### config.mk
export PLATFORM = sky130hd
export DESIGN_NAME = pdnn_activation
export DESIGN_NICKNAME = d
export VERILOG_FILES = /design/src/rtl/pdnn_activation.sv
export SDC_FILE = /design/constraint.sdc
export NUM_CORES = 1
export LEC_CHECK = 0
export CAP_MARGIN = 0
export CORE_MARGIN = 5
export CORE_UTILIZATION = 53
export CTS_CLUSTER_DIAMETER = 80
export CTS_CLUSTER_SIZE = 20
export DETAILED_ROUTE_END_ITERATION = 8
export GPL_TIMING_DRIVEN = 0
export PLACE_DENSITY = 0.81
export SLEW_MARGIN = 40
export SYNTH_ARGS = -nofsm -noshare
export SYNTH_HDL_FRONTEND = slang
export SYNTH_SLANG_ARGS = --single-unit
### constraint.sdc
create_clock -name clk -period 5.8 [get_ports clk]
set_input_delay 1.45 -clock clk [delete_from_list [all_inputs] [get_ports clk]]
set_output_delay 1.45 -clock clk [all_outputs]
set_load 0.01 [all_outputs]
### src/rtl/pdnn_activation.sv
// Multi-mode piecewise-linear activation unit: accepts an N-channel vector, runs each
// channel through one shared clamp/ReLU/shift datapath (one channel per clock), returns the vector.
module pdnn_activation #(
  parameter int W     = 32,
  parameter int N     = 4,
  parameter int SHIFT = 1
) (
  input  logic           clk,
  input  logic           rst_n,
  input  logic           en_n,
  input  logic [1:0]     mode,
  input  logic [W-1:0]   lo,
  input  logic [W-1:0]   hi,
  input  logic           in_valid,
  output logic           in_ready,
  input  logic [N*W-1:0] in_data,
  output logic           out_valid,
  input  logic           out_ready,
  output logic [N*W-1:0] out_data,
  output logic           cfg_err
);

  localparam int CW = (N > 1) ? $clog2(N) : 1;

  typedef enum logic [1:0] {
    S_IDLE = 2'd0,
    S_RUN  = 2'd1,
    S_DONE = 2'd2
  } state_t;

  state_t         r_state;
  state_t         w_state_nxt;
  logic [CW-1:0]  r_cnt;
  logic [CW-1:0]  w_cnt_nxt;
  logic [N*W-1:0] r_data;
  logic [N*W-1:0] w_data_nxt;
  logic [N*W-1:0] r_out_data;
  logic [N*W-1:0] w_out_nxt;
  logic [1:0]     r_mode;
  logic [1:0]     w_mode_nxt;
  logic [W-1:0]   r_lo;
  logic [W-1:0]   w_lo_nxt;
  logic [W-1:0]   r_hi;
  logic [W-1:0]   w_hi_nxt;
  logic           r_cfg_err;
  logic           w_cfg_err_nxt;
  logic           w_last;
  logic [W-1:0]   w_x;
  logic [W-1:0]   w_f;

  // Lower-bound test wins over the upper one, so an inverted window still gives a fixed answer.
  function automatic logic [W-1:0] f_act(input logic [1:0] m, input logic [W-1:0] x,
                                         input logic [W-1:0] b_lo, input logic [W-1:0] b_hi);
    logic [W-1:0] y;
    case (m)
      2'd0: y = x;
      2'd1: begin
        if ($signed(x) < $signed(b_lo)) begin
          y = b_lo;
        end else if ($signed(x) > $signed(b_hi)) begin
          y = b_hi;
        end else begin
          y = x;
        end
      end
      2'd2: begin
        if (x[W-1]) begin
          y = {W{1'b0}};
        end else begin
          y = x;
        end
      end
      2'd3: y = W'($signed(x) >>> SHIFT);
      default: y = x;
    endcase
    return y;
  endfunction

  assign w_last = (r_cnt == CW'(N - 1));

  // Channel select feeding the shared activation datapath.
  always_comb begin
    w_x = r_data[W-1:0];
    for (int k = 0; k < N; k++) begin
      if (r_cnt == CW'(k)) begin
        w_x = r_data[k*W +: W];
      end else begin
        w_x = w_x;
      end
    end
  end

  assign w_f = f_act(r_mode, w_x, r_lo, r_hi);

  // Next-state and datapath update; the register stage applies it only when enabled.
  always_comb begin
    w_state_nxt   = r_state;
    w_cnt_nxt     = r_cnt;
    w_data_nxt    = r_data;
    w_mode_nxt    = r_mode;
    w_lo_nxt      = r_lo;
    w_hi_nxt      = r_hi;
    w_cfg_err_nxt = r_cfg_err;
    w_out_nxt     = r_out_data;
    case (r_state)
      S_IDLE: begin
        if (in_valid) begin
          w_data_nxt  = in_data;
          w_mode_nxt  = mode;
          w_lo_nxt    = lo;
          w_hi_nxt    = hi;
          w_cnt_nxt   = {CW{1'b0}};
          w_state_nxt = S_RUN;
          if ((mode == 2'd1) && ($signed(lo) > $signed(hi))) begin
            w_cfg_err_nxt = 1'b1;
          end else begin
            w_cfg_err_nxt = r_cfg_err;
          end
        end else begin
          w_state_nxt = S_IDLE;
        end
      end
      S_RUN: begin
        for (int k = 0; k < N; k++) begin
          if (r_cnt == CW'(k)) begin
            w_out_nxt[k*W +: W] = w_f;
          end else begin
            w_out_nxt[k*W +: W] = r_out_data[k*W +: W];
          end
        end
        if (w_last) begin
          w_cnt_nxt   = {CW{1'b0}};
          w_state_nxt = S_DONE;
        end else begin
          w_cnt_nxt   = r_cnt + CW'(1);
          w_state_nxt = S_RUN;
        end
      end
      S_DONE: begin
        if (out_ready) begin
          w_state_nxt = S_IDLE;
        end else begin
          w_state_nxt = S_DONE;
        end
      end
      default: w_state_nxt = S_IDLE;
    endcase
  end

  // State registers; en_n high freezes everything, including the output handshake.
  always_ff @(posedge clk or negedge rst_n) begin
    if (!rst_n) begin
      r_state    <= S_IDLE;
      r_cnt      <= {CW{1'b0}};
      r_data     <= {(N*W){1'b0}};
      r_out_data <= {(N*W){1'b0}};
      r_mode     <= 2'd0;
      r_lo       <= {W{1'b0}};
      r_hi       <= {W{1'b0}};
      r_cfg_err  <= 1'b0;
    end else if (!en_n) begin
      r_state    <= w_state_nxt;
      r_cnt      <= w_cnt_nxt;
      r_data     <= w_data_nxt;
      r_out_data <= w_out_nxt;
      r_mode     <= w_mode_nxt;
      r_lo       <= w_lo_nxt;
      r_hi       <= w_hi_nxt;
      r_cfg_err  <= w_cfg_err_nxt;
    end else begin
      r_state    <= r_state;
      r_cnt      <= r_cnt;
      r_data     <= r_data;
      r_out_data <= r_out_data;
      r_mode     <= r_mode;
      r_lo       <= r_lo;
      r_hi       <= r_hi;
      r_cfg_err  <= r_cfg_err;
    end
  end

  assign in_ready  = (r_state == S_IDLE) && !en_n;
  assign out_valid = (r_state == S_DONE);
  assign out_data  = r_out_data;
  assign cfg_err   = r_cfg_err;

endmodule

### Word-level counts from Yosys, hierarchy flattened

Cells that the tools add are included.
Widths: inputs -> output; s select.

* reduce and logical (&&, ||, !) cells: 14
* magnitude comparators: 3
* add/subtract/negate cells: 1
* muxes and demuxes: 14
* equal/unequal tests: 10
* bitwise logic cells: 1

Operator list (count)
* $mux 32: 5
* $pmux 32 s4: 1
* $gt 32x32->1: 2
* $lt 32x32->1: 1
* $mux 31: 1
* $reduce_and 3->1: 6
* $eq 2x2->1 const B: 5
* $eq 2x1->1 const B: 4
* $mux 2: 4
* $logic_not 2->1: 3
* $pmux 2 s3: 1
* $pmux 2 s2: 1
* $reduce_and 4->1: 1
* $add 2x1->2 const B: 1
* $logic_and 1x1->1: 2
* $ne 2x2->1 const B: 1
* $reduce_bool 2->1: 1
* $logic_not 1->1: 1
* $mux 1: 1
* $not 1->1: 1

* output and inout bits: 131
* input port bits: 199
* bits in registers: 327
* word-level logic and storage cells: 54

### Logic depth before layout (Yosys ltp)

* depth in word-level cells: 8
* depth in mapped cells: 18
* depth with buffers taken out: 15

### Worst setup path after synthesis

Ideal clock, no wire load.

* path type: register to register
* start: register r_cnt[1]
* end: register r_out_data[0], in the netlist out_data[0]
* data arrival time: 3.964 ns
* path buffers: 4
* path slack: 1.712 ns
* data required time: 5.675 ns
* cell stages (with the launch flop): 19
* library setup time: 0.125 ns
* cells stage by stage: dfrtp_1 > inv_1 > ha_1 > buf_6 > clkbuf_1 > buf_1 > a211oi_1 > o31a_1 > inv_1 > ha_1 > a21o_1 > a2111o_1 > a221oi_2 > a21boi_1 > a31oi_2 > buf_6 > mux2i_1 > o21ai_2 > mux2_2

* longest elaborated chain between the ends: 8

Ends and longest elaborated chain
* start: declaration: line 33 `logic [CW-1:0] r_cnt;`
* start signal: assignment: line 154 `r_cnt <= {CW{1'b0}};`
* start signal: assignment: line 163 `r_cnt <= w_cnt_nxt;`
* start signal: assignment: line 172 `r_cnt <= r_cnt;`
* $eq 2x1->1: line 85 `if (r_cnt == CW'(k)) begin`
* $mux 32 (3 in series): line 85
* $gt 32x32->1: line 60 `end else if ($signed(x) > $signed(b_hi)) begin`
* $mux 32: line 60
* $mux 32: line 58 `if ($signed(x) < $signed(b_lo)) begin`
* $pmux 32 s4: line 55 `case (m)`
* end signal: assignment: line 156 `r_out_data <= {(N*W){1'b0}};`
* end signal: assignment: line 165 `r_out_data <= w_out_nxt;`
* end signal: assignment: line 174 `r_out_data <= r_out_data;`
* end: declaration: line 37 `logic [N*W-1:0] r_out_data;`

Parallel ways exist; a longest one is shown, timed or not.
A chain may end at the register's enable or synchronous reset.

### Worst setup path after layout

* start: register r_cnt[1]
* end: register r_out_data[95], in the netlist out_data[95]

The elaborated chain is that of the path after synthesis.

==> run summary <==
worst reg2reg path depth -> 18
Placed Instance Area -> 20900 sq um
crit-path max FO -> 10
CP arrival -> 5.58 ns
via count -> 13187
tightest hold margin -> 0.499 ns
Mapped Area -> 16900 sq um
Rel. slew slack -> 40.8%
gr ovfl total -> 0
endpoints failing setup -> 0
register area share after synthesis -> 48.4%
Syn Nets -> 1791
Hold Fails Final Rpt -> 0
largest net degree at the start of global routing -> 77
GRT Util Overall -> 27.7%
Hold Path Stages -> 2
routing usage on met3 -> 4.69%
Post-Syn Instances -> 1493
routability cong. -> 0.940
DR vias/cell -> 5.84
worst flop-to-flop path startpoint -> r_cnt[1]
# IOs -> 330
area of the multi-input gates -> 7870 sq um
Wirelength per Cell -> 22.3 um
initial antenna violation count -> 7
first-pass detailed-route iteration total -> 5
peak supply drop -> 0.463 mV
CTS tree -> done
die area -> 35600 sq um
Reg area -> 8180 sq um
setup slack, reg-to-reg -> 0.60 ns
Reg clk slew, reported paths -> 0.09 ns
outcome -> finished, final reports clean
Worst-Margin Slew -> 0.881 ns
Final Cell Area -> 21400 sq um
# DRC -> 0
Synth Flop Type -> dfrtp_1
die width -> 189 um
Layout area overhead -> 26.6%
DRT antenna net count -> 0
post-synthesis register bit count -> 327
R2R Path End -> out_data[95]
crit path time final -> 5.20 ns
clock sink count -> 327
vias in the first global route -> 13872
asr flop ratio synth -> 100%
Yosys Warn Count -> 0
Distinct cells, synth -> 60
DRT iter0 DRCs -> 989
highest-count cells in the layout ignoring fill and taps -> clkdlybuf4s50_1, dfrtp_1, mux2_2, inv_1, nand2_1
EDFF count, synth -> 0
final worst path period share -> 89.7%
H-tree Lvls -> 1
crit start category -> flop
Min-Delay Path Class -> flop to flop
Worst Setup End Kind -> flop
post-DP HPWL -> 39400 um
hold path endpoint -> out_data[127]
TritonCTS Buffers -> 20
CP required -> 6.18 ns
Max Freq -> 192 MHz
Core Area -> 31600 sq um
busiest metal layer after global routing -> met2
placed cells -> 2229
M1 GR Usage -> 36.1%
post-CTS setup buffers -> 0
hold_buf cts -> 0
Initial Util -> 53.6%
CTS max path bufs -> 3
post-CTS sizing -> 0
PortBufs -> 329
most common cell after layout, fill and taps aside -> clkdlybuf4s50_1
Die Ht -> 189 um
max-slew violation count -> 0
PD cells -> 644 nW/um^2
CTS Root Buffer Type -> clkbuf_16
Synth Area per Inst -> 11.3 sq um
Max-Cap Viols -> 0
HP Start -> out_data[127]
layout filler cell count -> 2376
layout cells sized above 1 -> 18.3%
clock skew -> 0.0177 ns
leak pwr -> 0.00944 uW
Cell Count, Final, Fillers Out -> 2259
num rows -> 65
RSZ-0062 raised after global routing -> false
first-pass GRT wire length -> 78000 um
kind of critical path -> flop to flop
worst skew pair latency -> 0.53 ns
M2 GR Usage -> 46.5%
Nets -> 2147
WL final -> 50400 um
-- how the worst max path moves through the flow --
stage	start	end	slack [ns]	cells past startpoint
after floorplan	r_cnt[1]	out_data[0]	1.71	18
after global placement	rst_n	out_data[124]	-10.56	1
after detailed placement	r_cnt[1]	out_data[95]	0.70	18
after CTS	r_cnt[1]	out_data[95]	0.65	18
after global routing	r_cnt[1]	out_data[127]	0.18	18
final	r_cnt[1]	out_data[95]	0.60	18
-- metal layers --
layer	share of wire, %	up-vias	wire, um
li1	-	6019	-
met1	41	6485	20400
met2	48	565	24200
met3	6.9	118	3490
met4	4.5	0	2270
met5	0	-	0
-- Yosys cell counts, types with 3 or more instances --
cell | count | area (sq um)
o31a_1 | 29 | 254
o21ai_2 | 30 | 263
mux2i_1 | 34 | 340
nor3_1 | 10 | 50.1
a211oi_1 | 36 | 270
nand2_1 | 119 | 447
dfrtp_1 | 327 | 8180
o22ai_1 | 30 | 188
a31o_2 | 3 | 26.3
nand3_1 | 6 | 30.0
ha_1 | 99 | 1240
mux2_2 | 256 | 2880
buf_2 | 4 | 20.0
buf_6 | 7 | 78.8
nor2_1 | 16 | 60.1
o21ai_0 | 92 | 460
a31oi_1 | 33 | 206
inv_1 | 132 | 495
a21o_1 | 13 | 97.6
a21oi_1 | 17 | 85.1
o211ai_1 | 4 | 30.0
buf_1 | 6 | 22.5
nor2b_1 | 63 | 394
clkbuf_1 | 65 | 244
nand4_1 | 19 | 119
-- stage by stage --
step | util [%] | total power [uW] | worst slack, ns | setup TNS (ns)
floorplan | - | 9330 | 1.71 | 0
global placement | 65.6 | 12100 | -10.56 | -3442.46
detailed placement | 66.1 | 12300 | 0.702 | 0
CTS | 67.8 | 13800 | 0.650 | 0
global route | 67.9 | 14700 | 0.180 | 0
finish | 67.9 | 13800 | 0.598 | 0
-- critical path: stages (launching register included) --
cell      delay [ns]
dfrtp_1         0.43
inv_1           0.10
ha_1            0.16
buf_6           0.15
clkbuf_1        0.38
buf_1           0.52
a211oi_1        0.16
o31a_1          0.35
inv_1           0.16
ha_1            0.26
a21oi_1         0.11
o21ai_0         0.11
a221oi_1        0.45
o211ai_1        0.19
o31ai_4         0.43
buf_2           0.35
nor3_1          0.11
a311oi_2        0.48
o21ai_0         0.16
-- kinds of logic after synthesis --
logic type               after synthesis  synth area share [%]
multiplexers                         291                  19.1
AND/OR/NAND/NOR                      249                  7.41
AO/OA/AOI/OAI                        312                  12.6
buffers and inverters                214                  5.09
XOR/XNOR                               1                0.0518
flip-flops                           327                  48.4
adder cells (fa/ha/maj)               99                  7.32
-- sequential cells by signal, summed over array words and instances, names as in the netlist --
name,flops
r_mode,2
r_lo,32
r_cnt,2
cfg_err,1
out_data,128
r_hi,32
r_data,128
r_state,2
-- cell type report --
type                            instances  share of cell area, %
Antenna cell                            7                 0.0818
Buffer                                 82                   1.71
Clock buffer                           21                   2.45
Clock inverter                          2                 0.0760
Inverter                              132                   2.31
Multi-Input combinational cell        952                   36.8
Sequential cell                       327                   38.2
Tap cell                              402                   2.35
Timing Repair Buffer                  334                   16.0
-- where the power goes --
| group | total (uW) | switching [uW] | internal, uW |
|---|---|---|---|
| registers | 3970 | 600 | 3370 |
| logic | 8410 | 4670 | 3740 |
| clock network | 1400 | 754 | 650 |
(Power assumes the default switching activity.)
